--- src/rtl/phy_tx_pkg.sv ---
// Shared definitions for the parametrised PHY transmit serializer.
package phy_tx_pkg;

  // Idle / sync symbol used when the instantiating level does not override it.
  localparam logic [7:0] COM_DEFAULT = 8'hBC;

  // Serializer modes: COM preamble after reset, then back-to-back frames.
  typedef enum logic {
    ST_SYNC   = 1'b0,
    ST_ACTIVE = 1'b1
  } tx_state_e;

  // Ceiling log2, usable in constant expressions; clog2(1) = 0.
  function automatic int clog2(input int value);
    int result;
    result = 0;
    for (int i = 0; i < 31; i++) begin
      if ((1 << i) < value) result = i + 1;
    end
    return result;
  endfunction

  // Number of enabled lanes in a mask (up to 8 lanes).
  function automatic int popcount(input logic [7:0] mask);
    int n;
    n = 0;
    for (int i = 0; i < 8; i++) n += int'(mask[i]);
    return n;
  endfunction

endpackage

--- src/rtl/phy_tx_serializer_n_piso.sv ---
// WIDTH-bit parallel-in/serial-out register. A load drives the first bit of
// the new symbol onto the output on the same edge; otherwise it keeps shifting.
module phy_piso_n
  import phy_tx_pkg::*;
#(
  parameter int WIDTH     = 8,
  parameter bit MSB_FIRST = 1'b1
) (
  input  logic             clk,
  input  logic             rst_n,
  input  logic             load_i,
  input  logic [WIDTH-1:0] data_i,
  output logic             bit_o,
  output logic             first_o,
  output logic             last_o
);

  localparam int CW = clog2(WIDTH);

  logic [WIDTH-1:0] shreg_q, shreg_d;
  logic [CW-1:0]    cnt_q, cnt_d;
  logic             bit_q, bit_d;
  logic             first_q, first_d;

  // Next-state: load a fresh symbol or emit the next buffered bit.
  always_comb begin
    shreg_d = shreg_q;
    cnt_d   = cnt_q;
    bit_d   = bit_q;
    first_d = 1'b0;
    if (load_i) begin
      cnt_d   = '0;
      first_d = 1'b1;
      if (MSB_FIRST) begin
        bit_d   = data_i[WIDTH-1];
        shreg_d = data_i << 1;
      end else begin
        bit_d   = data_i[0];
        shreg_d = data_i >> 1;
      end
    end else begin
      cnt_d = (cnt_q == CW'(WIDTH - 1)) ? '0 : cnt_q + 1'b1;
      if (MSB_FIRST) begin
        bit_d   = shreg_q[WIDTH-1];
        shreg_d = shreg_q << 1;
      end else begin
        bit_d   = shreg_q[0];
        shreg_d = shreg_q >> 1;
      end
    end
  end

  // Shift state, bit counter and registered serial output.
  always_ff @(posedge clk or negedge rst_n) begin
    if (!rst_n) begin
      shreg_q <= '0;
      cnt_q   <= '0;
      bit_q   <= 1'b0;
      first_q <= 1'b0;
    end else begin
      shreg_q <= shreg_d;
      cnt_q   <= cnt_d;
      bit_q   <= bit_d;
      first_q <= first_d;
    end
  end

  assign bit_o   = bit_q;
  assign first_o = first_q;
  assign last_o  = (cnt_q == CW'(WIDTH - 1));

endmodule

--- src/rtl/phy_tx_serializer_n.sv ---
// Multi-lane PHY transmit serializer: COM preamble after reset, then captured
// frames of enabled lanes sent back-to-back on one serial line.
module phy_tx_serializer_n
  import phy_tx_pkg::*;
#(
  parameter int               LANES      = 4,
  parameter int               WIDTH      = 8,
  parameter logic [WIDTH-1:0] COM        = WIDTH'(COM_DEFAULT),
  parameter int               SYNC_COUNT = 4,
  parameter bit               MSB_FIRST  = 1'b1
) (
  input  logic                   clk_32f,
  input  logic                   reset_L,
  input  logic [LANES*WIDTH-1:0] data_in,
  input  logic [LANES-1:0]       valid_in,
  input  logic [LANES-1:0]       lane_en,
  output logic                   in_ready,
  output logic                   data_out,
  output logic                   symbol_start,
  output logic                   sync_done,
  output logic [LANES*WIDTH-1:0] recirc_out,
  output logic [LANES-1:0]       recirc_valid
);

  localparam int LW = (LANES > 1) ? clog2(LANES) : 1;
  localparam int SW = clog2(SYNC_COUNT + 1);

  tx_state_e                    state_q, state_d;
  logic                         started_q, started_d;
  logic [SW-1:0]                sync_cnt_q, sync_cnt_d;
  logic [LW-1:0]                lane_q, lane_d;
  logic [LANES-1:0]             mask_q;
  logic [LANES-1:0][WIDTH-1:0]  sym_q;
  logic [LANES-1:0][WIDTH-1:0]  recirc_q;
  logic [LANES-1:0]             recirc_valid_q;
  logic                         sync_done_q;

  logic [LANES-1:0]             eff_mask;
  logic [LANES-1:0][WIDTH-1:0]  cap_sym;
  logic [LANES-1:0][WIDTH-1:0]  rec_data_d;
  logic [LW-1:0]                first_lane;
  logic [LW-1:0]                next_lane;
  logic                         last_lane;
  logic                         piso_last;
  logic                         capture;
  logic                         load;
  logic [WIDTH-1:0]             load_sym;

  // An empty mask falls back to lane 0 so a frame is never zero-length.
  assign eff_mask = (lane_en == '0) ? LANES'(1) : lane_en;

  for (genvar gi = 0; gi < LANES; gi++) begin : g_lane
    assign cap_sym[gi]    = valid_in[gi] ? data_in[gi*WIDTH +: WIDTH] : COM;
    assign rec_data_d[gi] = (valid_in[gi] && eff_mask[gi]) ? data_in[gi*WIDTH +: WIDTH] : '0;
  end

  // Lowest enabled lane of the incoming mask and next enabled lane of the frame.
  always_comb begin
    first_lane = '0;
    for (int i = LANES - 1; i >= 0; i--) begin
      if (eff_mask[i]) first_lane = LW'(i);
    end
    next_lane = lane_q;
    last_lane = 1'b1;
    for (int i = 0; i < LANES; i++) begin
      if (last_lane && mask_q[i] && (i > int'(lane_q))) begin
        next_lane = LW'(i);
        last_lane = 1'b0;
      end
    end
  end

  // Ready in the last bit cycle of the preamble or of a frame.
  assign capture = started_q && piso_last &&
                   ((state_q == ST_SYNC) ? (sync_cnt_q == SW'(SYNC_COUNT)) : last_lane);

  // Sequencing: choose which symbol the serializer loads at each boundary.
  always_comb begin
    state_d    = state_q;
    started_d  = started_q;
    sync_cnt_d = sync_cnt_q;
    lane_d     = lane_q;
    load       = 1'b0;
    load_sym   = COM;
    if (!started_q) begin
      load       = 1'b1;
      started_d  = 1'b1;
      sync_cnt_d = SW'(1);
    end else if (capture) begin
      load     = 1'b1;
      load_sym = cap_sym[first_lane];
      state_d  = ST_ACTIVE;
      lane_d   = first_lane;
    end else if (piso_last) begin
      load = 1'b1;
      if (state_q == ST_SYNC) begin
        sync_cnt_d = sync_cnt_q + 1'b1;
      end else begin
        load_sym = sym_q[next_lane];
        lane_d   = next_lane;
      end
    end
  end

  // FSM, preamble counter and lane pointer.
  always_ff @(posedge clk_32f or negedge reset_L) begin
    if (!reset_L) begin
      state_q    <= ST_SYNC;
      started_q  <= 1'b0;
      sync_cnt_q <= '0;
      lane_q     <= '0;
    end else begin
      state_q    <= state_d;
      started_q  <= started_d;
      sync_cnt_q <= sync_cnt_d;
      lane_q     <= lane_d;
    end
  end

  // Frame buffer and recirc echo, both refreshed only on a capture edge.
  always_ff @(posedge clk_32f or negedge reset_L) begin
    if (!reset_L) begin
      mask_q         <= '0;
      sym_q          <= '0;
      recirc_q       <= '0;
      recirc_valid_q <= '0;
      sync_done_q    <= 1'b0;
    end else if (capture) begin
      mask_q         <= eff_mask;
      sym_q          <= cap_sym;
      recirc_q       <= rec_data_d;
      recirc_valid_q <= valid_in & eff_mask;
      sync_done_q    <= 1'b1;
    end
  end

  phy_piso_n #(
    .WIDTH     (WIDTH),
    .MSB_FIRST (MSB_FIRST)
  ) u_piso (
    .clk     (clk_32f),
    .rst_n   (reset_L),
    .load_i  (load),
    .data_i  (load_sym),
    .bit_o   (data_out),
    .first_o (symbol_start),
    .last_o  (piso_last)
  );

  assign in_ready     = capture;
  assign sync_done    = sync_done_q;
  assign recirc_out   = recirc_q;
  assign recirc_valid = recirc_valid_q;

endmodule

--- config.mk ---
export PLATFORM = sky130hd
export DESIGN_NAME = phy_tx_serializer_n
export DESIGN_NICKNAME = d
export VERILOG_FILES = /design/src/rtl/phy_tx_pkg.sv /design/src/rtl/phy_tx_serializer_n_piso.sv /design/src/rtl/phy_tx_serializer_n.sv
export SDC_FILE = /design/constraint.sdc
export NUM_CORES = 1
export LEC_CHECK = 0
export BUFFER_PORTS_ARGS = -buffer_cell sky130_fd_sc_hd__buf_4
export CELL_PAD_IN_SITES_DETAIL_PLACEMENT = 1
export CELL_PAD_IN_SITES_GLOBAL_PLACEMENT = 1
export CORE_UTILIZATION = 42
export CTS_CLUSTER_SIZE = 8
export DETAILED_ROUTE_END_ITERATION = 8
export PLACE_DENSITY_LB_ADDON = 0.08
export SYNTH_ARGS = -nofsm -noshare
export SYNTH_HDL_FRONTEND = slang
export SYNTH_SLANG_ARGS = --single-unit
--- constraint.sdc ---
create_clock -name clk_32f -period 2.6 [get_ports clk_32f]
set_input_delay 0.78 -clock clk_32f [delete_from_list [all_inputs] [get_ports clk_32f]]
set_output_delay 0.78 -clock clk_32f [all_outputs]
set_load 0.02 [all_outputs]
==> impl_metrics.env, run 1 <==
export IMPL_status="finished, final reports clean"
export IMPL_finClkSkew_ns=0.0146
export IMPL_finalHoldViolCount=0
export IMPL_swShare_pct=25.8
export IMPL_period_share_pct=95.4
export IMPL_timing_worst_setup_path_type="reg2out"
export IMPL_cts_root_buf="clkbuf_8"
export IMPL_drv_cap=0
export IMPL_io_pins=82
export IMPL_pwr_share_comb_pct=9.5
export IMPL_syn_avg_cell_area_sq_um=9.29
export IMPL_path_cells="or2_4 -> o2111ai_4 -> nand2_4 -> inv_2 -> buf_4"
export IMPL_core_sq_um=10300
export IMPL_syn_nets=524
export IMPL_nets=599
export IMPL_ir_worst_vdd_v=0.000246
export IMPL_final_util_pct=52.5
export IMPL_fin_area_sq_um=5400
export IMPL_globalplace_congestion=0.842
export IMPL_slew_limit_headroom_pct=47.8
export IMPL_ant_nets=0
export IMPL_antennaDiodeCount=0
export IMPL_ys_ff_latch=91
export IMPL_rsz0062_at_grt="false"
export IMPL_worstMarginPinSlew_ns=0.763
export IMPL_start_kind="flip-flop"
export IMPL_synth_main_ff_cell="dfrtp_1"
export IMPL_synth_xor_area_share_pct=0
export IMPL_ys_seq_area_share_pct=51.3
export IMPL_rows=37
export IMPL_areaGrowthSynthToFinish_pct=21.5
export IMPL_synth_simple_gate_area_share_pct=18.5
export IMPL_place_ws_ns=0.300
export IMPL_worstPathRequired_ns=1.82
export IMPL_place_area_sq_um=5190
export IMPL_portBuffers=81
export IMPL_synth_top_family_by_area="compound AO/OA/AOI/OAI gates"
export IMPL_yosysWarnings=0
export IMPL_grt_pass1_wl_mm=22.0
export IMPL_ys_top_cells_by_count="91 x dfrtp_1, 76 x nand2_1, 48 x nor2_1"
export IMPL_grt_use_total_pct=25.9
export IMPL_period_needed_ns=2.48
export IMPL_min_path_type="in2async"
export IMPL_routed_via_density=5.60
export IMPL_power_switching_mw=0.689
export IMPL_p_leak_nw=2.46
export IMPL_syn_area_sq_um=4440
export IMPL_via_count=3886
export IMPL_tns_ns=0
export IMPL_wl_per_cell_um=19.3
export IMPL_async_reset_ff_share_pct=100
export IMPL_drc=0
export IMPL_synth_fa_ha_area_share_pct=1.13
export IMPL_fin_ws_ns=0.120
export IMPL_ctsHtreeMaxLevel=3
export IMPL_timing_fmax_mhz=403
export IMPL_max_stage_delay_ns=0.46
export IMPL_cts_buffers_inserted=9
export IMPL_cell_internal_pwr_mw=1.98
export IMPL_endpoint_kind="output pin"
export IMPL_die_w_um=105
export IMPL_yosys_cell_types_count=53
export IMPL_clock_power_share_pct=36.5
export IMPL_power_density_nw_per_um2=495
export IMPL_synth_top_area_share_pct=51.3
export IMPL_clock_path_buffers=2
export IMPL_antenna_found_initial=0
export IMPL_cts_sinks=91
export IMPL_grt_max_degree=105
export IMPL_synth_mux_area_share_pct=3.38
export IMPL_synth_most_common_cell="dfrtp_1"
export IMPL_hpwl_mm=9.93
export IMPL_ff2ff_path_depth=6
export IMPL_synth_area_leaders="dfrtp_1 51%, nand2_1 6.4%, nor2_1 4.1%, o21ai_0 3.6%, nand2b_1 2.5%"
export IMPL_synth_edf_count=0
export IMPL_synth_compound_area_share_pct=20.4
export IMPL_setup_viol=0
export IMPL_dieArea_sq_um=11000
export IMPL_start_util_pct=43.2
export IMPL_dr_pass1_iters=4
export IMPL_drtIter0Drc=168
export IMPL_r2r_slack_ns=0.37
export IMPL_syn_inst=478
export IMPL_grt_pass1_vias=4183
export IMPL_post_layout_nonfiller_instances=694
export IMPL_cts_tree="yes"
export IMPL_drv_slew=0
export IMPL_clk_pin_slew_worst_paths_ns=0.10
export IMPL_routed_wirelength_mm=13.4
export IMPL_pwr_share_seq_pct=54.0
export IMPL_drive_gt1_share_pct=22.0
export IMPL_path_max_fanout=8
export IMPL_insertion_delay_ns=0.37
export IMPL_die_h_um=105
export IMPL_crit_arrival_ns=1.70
export IMPL_worst_path_max_delay_cell="dfrtp_1"
export IMPL_dp_cells=676
export IMPL_gr_total_overflow=0
export IMPL_synth_top_area_cell="dfrtp_1"
==> repair_timing <==
action,in CTS,in global routing
endpoints found under the setup margin,1,1
pin swaps,0,1
gates resized for setup,1,1
hold buffers,0,0
setup buffers,0,2
hold endpoints to repair,0,0
==> placed cells by master (no fill, tap or decap), drive strengths merged, types with 14 or more instances in the layout <==
cell    count
nor2       49
nand2      77
a21oi      21
dfrtp      91
nand2b     18
inv        28
a31oi      15
nand3      14
o21ai      40
buf        94
==> final cells by class <==
class | instances | area (sq um)
fillers | 1228 | 4880
flip-flops and latches | 91 | 2280
multi-input cells | 330 | 1940
repair buffers | 94 | 718
well taps | 136 | 170
clock buffers | 11 | 131
inverters | 27 | 101
clock inverters | 5 | 62.6
==> power groups by stage <==
stage / clock [mW] / combinational (mW) / sequential, mW
after floorplan: 0 / 0.101 / 1.48
after global placement: 0 / 0.249 / 1.47
after detailed placement: 0 / 0.255 / 1.47
after CTS: 0.991 / 0.257 / 1.44
after global routing: 1.06 / 0.279 / 1.45
final: 0.975 / 0.254 / 1.44
==> kinds of logic (layout without fill, tap and decap cells) <==
group / after synthesis / count (layout)
fa+ha+maj: 4 / 4
compound gates: 135 / 135
flops: 91 / 91
other cells: 1 / 1
simple gates: 180 / 180
mux: 10 / 10
buf+inv: 57 / 137
==> stage by stage <==
step,total power [mW],hold WS (ns)
after global placement,1.72,0.422
after global routing,2.78,0.435
after CTS,2.69,0.422
after floorplan,1.58,0.409
final,2.67,0.408
after detailed placement,1.73,0.445
==> worst paths after layout <==
kind | startpoint | endpoint
hold / removal | reset_L | sym_q[30]$_DFFE_PN0N_
setup reg to reg | lane_q[0]$_DFFE_PN0P_ | u_piso.shreg_q[2]$_DFF_PN0_
hold reg to reg | u_piso.cnt_q[0]$_DFF_PN0_ | u_piso.cnt_q[0]$_DFF_PN0_
setup / recovery | mask_q[3]$_DFFE_PN0N_ | in_ready
min in group clk_32f | u_piso.cnt_q[0]$_DFF_PN0_ | u_piso.cnt_q[0]$_DFF_PN0_
max in group asynchronous | reset_L | recirc_out[0]$_DFFE_PN0N_
==> worst max-delay path: cells and delay by family (launching register included) <==
kind | cells | cell delay [ns]
AO/OA/AOI/OAI | 1 | 0.28
flip-flops | 1 | 0.46
buffers and inverters | 2 | 0.20
AND/OR/NAND/NOR | 2 | 0.39
==> layer usage <==
| layer | routed length [um] | GRT usage, % | part of all wire (%) |
|---|---|---|---|
| met1 | 6080 | 34.9 | 45 |
| met2 | 6640 | 43.1 | 49 |
| met3 | 515 | 4.30 | 3.8 |
| met4 | 191 | 6.84 | 1.4 |
| met5 | 0 | 0 | 0 |
==> registers in the layout, indices dropped and copies added (netlist names) <==
register	count
sync_cnt_q	3
sync_done	1
lane_q	2
mask_q	3
started_q	1
recirc_out	32
u_piso.shreg_q	7
state_q	1
recirc_valid	4
sym_q	32
u_piso.first_o	1
u_piso.cnt_q	3
u_piso.bit_o	1
Power figures use the tool's default switching activity.
==> run 2: changes to the inputs <==
CORE_UTILIZATION = 35   (was 42)
RECOVER_POWER = 25   (was default)
SLEW_MARGIN = 20   (was default)
==> run 2 against run 1 <==
Against the previous run:
- sequential power about the same
- die area is 20% higher
- sequential share of layout area fell by 1.1 points
- register-to-register slack improved by 0.08 ns
- final area up 2.7%
- core utilization shrank 7.1 points
- worst setup slack improved by 0.024 ns
- critical path depth up 2
- clock power is 36% higher
- critical path type unchanged
- critical endpoint unchanged
- largest cell class unchanged
- highest routed layer unchanged
==> impl_metrics.env, run 2 (synthesized netlist as in run 1, its figures left out) <==
export IMPL_status="finished, final reports clean"
export IMPL_rows=40
export IMPL_finClkSkew_ns=0.00860
export IMPL_tns_ns=0
export IMPL_max_stage_delay_ns=0.35
export IMPL_cts_sinks=91
export IMPL_drc=0
export IMPL_wl_per_cell_um=18.6
export IMPL_timing_fmax_mhz=407
export IMPL_worstPathRequired_ns=1.82
export IMPL_path_cells="ha_1 -> ha_1 -> nand2_1 -> nor2_1 -> nand2_4 -> inv_2 -> buf_4"
export IMPL_power_mw=3.02
export IMPL_nets=600
export IMPL_period_share_pct=94.5
export IMPL_worst_path_max_delay_cell="dfrtp_1"
export IMPL_worst_hold_slack_ns=0.442
export IMPL_hold_path_depth=1
export IMPL_pwr_share_seq_pct=47.8
export IMPL_mostFrequentLayoutCell="buf_4"
export IMPL_crit_buf_inv=2
export IMPL_start_util_pct=36.4
export IMPL_antenna_found_initial=0
export IMPL_die_h_um=115
export IMPL_period_needed_ns=2.46
export IMPL_crit_arrival_ns=1.68
export IMPL_drtIter0Drc=177
export IMPL_routed_via_density=5.20
export IMPL_place_ws_ns=0.320
export IMPL_rsz0062_at_grt="false"
export IMPL_grt_use_total_pct=22.3
export IMPL_ant_nets=0
export IMPL_r2r_slack_ns=0.45
export IMPL_pwr_share_comb_pct=8.3
export IMPL_antennaDiodeCount=0
export IMPL_portBuffers=81
export IMPL_endpoint_kind="output pin"
export IMPL_via_count=3776
export IMPL_areaGrowthSynthToFinish_pct=24.8
export IMPL_swShare_pct=23.1
export IMPL_insertion_delay_ns=0.34
export IMPL_dieArea_sq_um=13100
export IMPL_clock_power_share_pct=43.9
export IMPL_post_layout_nonfiller_instances=726
export IMPL_worstMarginPinSlew_ns=1.27
export IMPL_ff2ff_path_depth=9
export IMPL_clock_path_buffers=2
export IMPL_cell_internal_pwr_mw=2.32
export IMPL_p_leak_nw=2.52
export IMPL_ctsHtreeMaxLevel=3
export IMPL_drv_cap=0
export IMPL_path_max_fanout=4
export IMPL_grt_max_degree=105
export IMPL_hpwl_mm=9.97
export IMPL_dp_cells=708
export IMPL_clk_pin_slew_worst_paths_ns=0.05
export IMPL_critical_path_top_delay_family="simple AND/OR/NAND/NOR gates"
export IMPL_cts_buffers_inserted=9
export IMPL_drive_gt1_share_pct=21.9
export IMPL_cts_tree="yes"
export IMPL_gr_total_overflow=0
export IMPL_dr_pass1_iters=4
export IMPL_setup_viol=0
export IMPL_fin_ws_ns=0.144
export IMPL_layout_common_cells="92 x buf_4, 90 x dfrtp_1, 76 x nand2_1"
export IMPL_timing_worst_setup_path_type="reg2out"
export IMPL_finalHoldViolCount=0
export IMPL_power_switching_mw=0.697
export IMPL_power_density_nw_per_um2=545
export IMPL_min_path_type="reg2reg"
export IMPL_grt_pass1_wl_mm=21.8
export IMPL_globalplace_congestion=0.851
export IMPL_routed_wirelength_mm=13.5
export IMPL_critPathMostFrequentCell="ha_1"
export IMPL_die_w_um=115
export IMPL_cts_root_buf="clkbuf_16"
export IMPL_slew_limit_headroom_pct=15.5
export IMPL_grt_pass1_vias=3948
export IMPL_start_kind="flip-flop"
export IMPL_io_pins=82
export IMPL_worst_path_stages=7
export IMPL_ir_worst_vdd_v=0.000234
export IMPL_core_sq_um=12200
export IMPL_drv_slew=0
==> run 2: cell types whose count changed in the layout (fill, tap and decap cells not counted), sizes merged <==
cell and change:
buf -1, clkbuf +4, clkinvlp -2, inv -1
==> run 2: area by class of cell <==
| cell class | count | area, sq um |
|---|---|---|
| Tap cell | 168 | 210 |
| Multi-Input combinational cell | 330 | 1930 |
| Sequential cell | 91 | 2280 |
| Timing Repair Buffer | 95 | 726 |
| Fill cell | 1448 | 6670 |
| Clock buffer | 13 | 260 |
| Inverter | 27 | 101 |
| Clock inverter | 2 | 35.0 |
==> run 2: worst paths after layout <==
kind / start / end
setup / recovery: u_piso.cnt_q[0]$_DFF_PN0_ / in_ready
hold / removal: u_piso.cnt_q[0]$_DFF_PN0_ / u_piso.cnt_q[0]$_DFF_PN0_
setup reg to reg: u_piso.cnt_q[0]$_DFF_PN0_ / u_piso.bit_o$_DFF_PN0_
hold reg to reg: u_piso.cnt_q[0]$_DFF_PN0_ / u_piso.cnt_q[0]$_DFF_PN0_
max in group asynchronous: reset_L / lane_q[0]$_DFFE_PN0P_
min in group asynchronous: reset_L / u_piso.first_o$_DFF_PN0_
==> run 2: layer usage <==
layer,part of all wire (%),up-vias,track usage (%)
li1,-,1816,-
met4,1.8,0,8.92
met3,3.0,16,3.65
met2,47,62,34.9
met1,48,1882,30.8
met5,0,-,0
==> run 2: power groups by stage <==
stage          clock, mW  sequential (mW)  combinational, mW
2_1_floorplan          0             1.48              0.101
3_3_place_gp           0             1.47              0.253
3_5_place_dp           0             1.47              0.257
4_1_cts             1.37             1.45              0.258
5_1_grt             1.41             1.45              0.279
6_report            1.33             1.45              0.251
==> run 2: what timing repair did <==
action | 4_1_cts | 5_1_grt
setup endpoints to repair | 1 | 1
gates cloned | 0 | 0
gates resized for setup | 1 | 0
hold buffers | 0 | 0
setup buffers | 0 | 3
hold endpoints to repair | 0 | 0
pin swaps | 0 | 1
==> run 2: per-stage QoR <==
| stage | utilization [%] | cell area, sq um |
|---|---|---|
| floorplan | - | 4440 |
| global placement | 42.9 | 5240 |
| detailed placement | 42.9 | 5240 |
| CTS | 45.3 | 5540 |
| global route | 45.4 | 5550 |
| finish | 45.4 | 5550 |
==> run 3: changes to the inputs <==
CORE_UTILIZATION = 40   (was 35)
clock period = 2.8 ns   (was 2.6 ns; I/O delays follow)
==> run 3 against run 2 <==
Against the previous run:
- combinational power down 7%
- highest routed layer unchanged
- via count is 2.3% higher
- die area is 12% lower
==> impl_metrics.env, run 3 (synthesized netlist as in run 1, its figures left out) <==
export IMPL_start_util_pct=41.0
export IMPL_hpwl_mm=9.90
export IMPL_grt_max_degree=105
export IMPL_dieArea_sq_um=11500
export IMPL_clock_power_share_pct=37.5
export IMPL_period_share_pct=93.6
export IMPL_reg2reg_to="u_piso.shreg_q[6]$_DFF_PN0_"
export IMPL_min_to="u_piso.cnt_q[0]$_DFF_PN0_"
export IMPL_power_density_nw_per_um2=469
export IMPL_antenna_found_initial=0
export IMPL_die_h_um=107
export IMPL_clock_path_buffers=2
export IMPL_ir_worst_vdd_v=0.000264
export IMPL_portBuffers=81
export IMPL_hold_buffers=0
export IMPL_cell_internal_pwr_mw=1.88
export IMPL_cts_root_buf="clkbuf_8"
export IMPL_worst_path_max_delay_cell="dfrtp_2"
export IMPL_power_switching_mw=0.634
export IMPL_gr_total_overflow=0
export IMPL_cts_buffers_inserted=9
export IMPL_ant_nets=0
export IMPL_worst_hold_slack_ns=0.436
export IMPL_drv_slew=0
export IMPL_insertion_delay_ns=0.37
export IMPL_globalplace_congestion=0.801
export IMPL_hold_path_depth=1
export IMPL_grt_pass1_wl_mm=21.5
export IMPL_path_max_fanout=11
export IMPL_pwr_share_comb_pct=9.3
export IMPL_wl_per_cell_um=19.7
export IMPL_drc=0
export IMPL_slew_limit_headroom_pct=18.5
export IMPL_path_cells="and2b_2 -> o2111ai_4 -> nand2_4 -> inv_2 -> buf_4"
export IMPL_post_layout_nonfiller_instances=690
export IMPL_period_needed_ns=2.62
export IMPL_max_stage_delay_ns=0.46
export IMPL_worstMarginPinSlew_ns=1.22
export IMPL_min_from="u_piso.cnt_q[0]$_DFF_PN0_"
export IMPL_setup_viol=0
export IMPL_drive_gt1_share_pct=20.9
export IMPL_p_leak_nw=2.45
export IMPL_clk_pin_slew_worst_paths_ns=0.09
export IMPL_core_sq_um=10800
export IMPL_timing_worst_setup_path_type="reg2out"
export IMPL_cts_sinks=91
export IMPL_layout_common_cells="90 x dfrtp_1, 83 x buf_4, 76 x nand2_1"
export IMPL_tns_ns=0
export IMPL_ctsHtreeMaxLevel=3
export IMPL_endpoint_kind="output pin"
export IMPL_via_count=3861
export IMPL_worstPathRequired_ns=1.96
export IMPL_timing_fmax_mhz=381
export IMPL_timing_rr_start="lane_q[0]$_DFFE_PN0P_"
export IMPL_drtIter0Drc=195
export IMPL_routed_via_density=5.60
export IMPL_swShare_pct=25.2
export IMPL_cts_tree="yes"
export IMPL_status="finished, final reports clean"
export IMPL_rows=38
export IMPL_grt_use_total_pct=25.0
export IMPL_crit_arrival_ns=1.78
export IMPL_dr_pass1_iters=4
export IMPL_areaGrowthSynthToFinish_pct=20.7
export IMPL_start_kind="flip-flop"
export IMPL_dp_cells=674
export IMPL_finClkSkew_ns=0.0129
export IMPL_r2r_slack_ns=0.56
export IMPL_pwr_share_seq_pct=53.3
export IMPL_ff2ff_path_depth=7
export IMPL_nets=591
export IMPL_drv_cap=0
export IMPL_routed_wirelength_mm=13.6
export IMPL_mostFrequentLayoutCell="dfrtp_1"
export IMPL_grt_pass1_vias=3994
export IMPL_antennaDiodeCount=0
export IMPL_die_w_um=107
export IMPL_min_path_type="reg2reg"
export IMPL_io_pins=82
export IMPL_rsz0062_at_grt="false"
export IMPL_finalHoldViolCount=0
## run 3: cell types whose count changed in the layout (fill, tap and decap cells not counted)
cell,change
clkbuf_8,+9
clkinv_4,+1
buf_4,-9
clkbuf_1,-1
clkinv_2,+1
buf_12,+1
clkbuf_2,+1
clkbuf_4,-2
clkbuf_16,-9
## run 3: layer usage
layer / part of all wire, % / routed length (um) / up-vias / track usage [%]
met3: 4.3 / 585 / 13 / 4.96
met4: 1.3 / 181 / 0 / 8.90
li1: - / - / 1797 / -
met1: 46 / 6200 / 1966 / 33.3
met5: 0 / 0 / - / 0
met2: 49 / 6620 / 85 / 40.3
## run 3: what timing repair did
| item | in CTS | in global routing |
|---|---|---|
| buffers inserted | 0 | 0 |
| setup endpoints to repair | 0 | 1 |
| gates resized for setup | 0 | 1 |
## run 3: cell type report
type,count,area (sq um)
clock buffer,12,155
clock inverter,4,48.8
fill,1265,5480
inverter,27,101
multi-input combinational,330,1930
sequential,91,2280
tap,140,175
timing repair buffer,86,668
## run 3: power by group through the flow
stage | sequential (mW) | clock (mW) | combinational (mW)
after global routing | 1.34 | 1.02 | 0.257
after CTS | 1.34 | 0.975 | 0.237
final | 1.34 | 0.943 | 0.233
after floorplan | 1.37 | 0 | 0.0938
after detailed placement | 1.37 | 0 | 0.236
after global placement | 1.37 | 0 | 0.232
## run 3: how the worst max path moves through the flow
stage,end,depth (start not counted),from,slack [ns]
3_3_place_gp,u_piso.shreg_q[5]$_DFF_PN0_,5,lane_en[3],0.45
2_1_floorplan,in_ready,8,u_piso.cnt_q[0]$_DFF_PN0_,0.40
6_report,in_ready,5,lane_q[0]$_DFFE_PN0P_,0.18
5_1_grt,in_ready,5,lane_q[0]$_DFFE_PN0P_,0.08
3_5_place_dp,u_piso.shreg_q[5]$_DFF_PN0_,5,lane_en[3],0.41
4_1_cts,in_ready,5,lane_q[0]$_DFFE_PN0P_,0.08
## run 3: worst max-delay path, delay by kind of cell, from the launching register on
kind | cells | cell delay [ns]
buffers and inverters | 2 | 0.20
AOI/OAI and AO/OA | 1 | 0.35
DFF | 1 | 0.46
and+or+nand+nor | 2 | 0.38
## run 3: per-stage QoR
stage	total power, mW	utilization [%]	area (sq um)	setup WS (ns)
floorplan	1.47	-	4440	0.401
global placement	1.60	47.6	5160	0.450
detailed placement	1.60	47.6	5160	0.410
CTS	2.55	49.5	5360	0.0763
global route	2.62	49.5	5360	0.0844
finish	2.52	49.5	5360	0.178
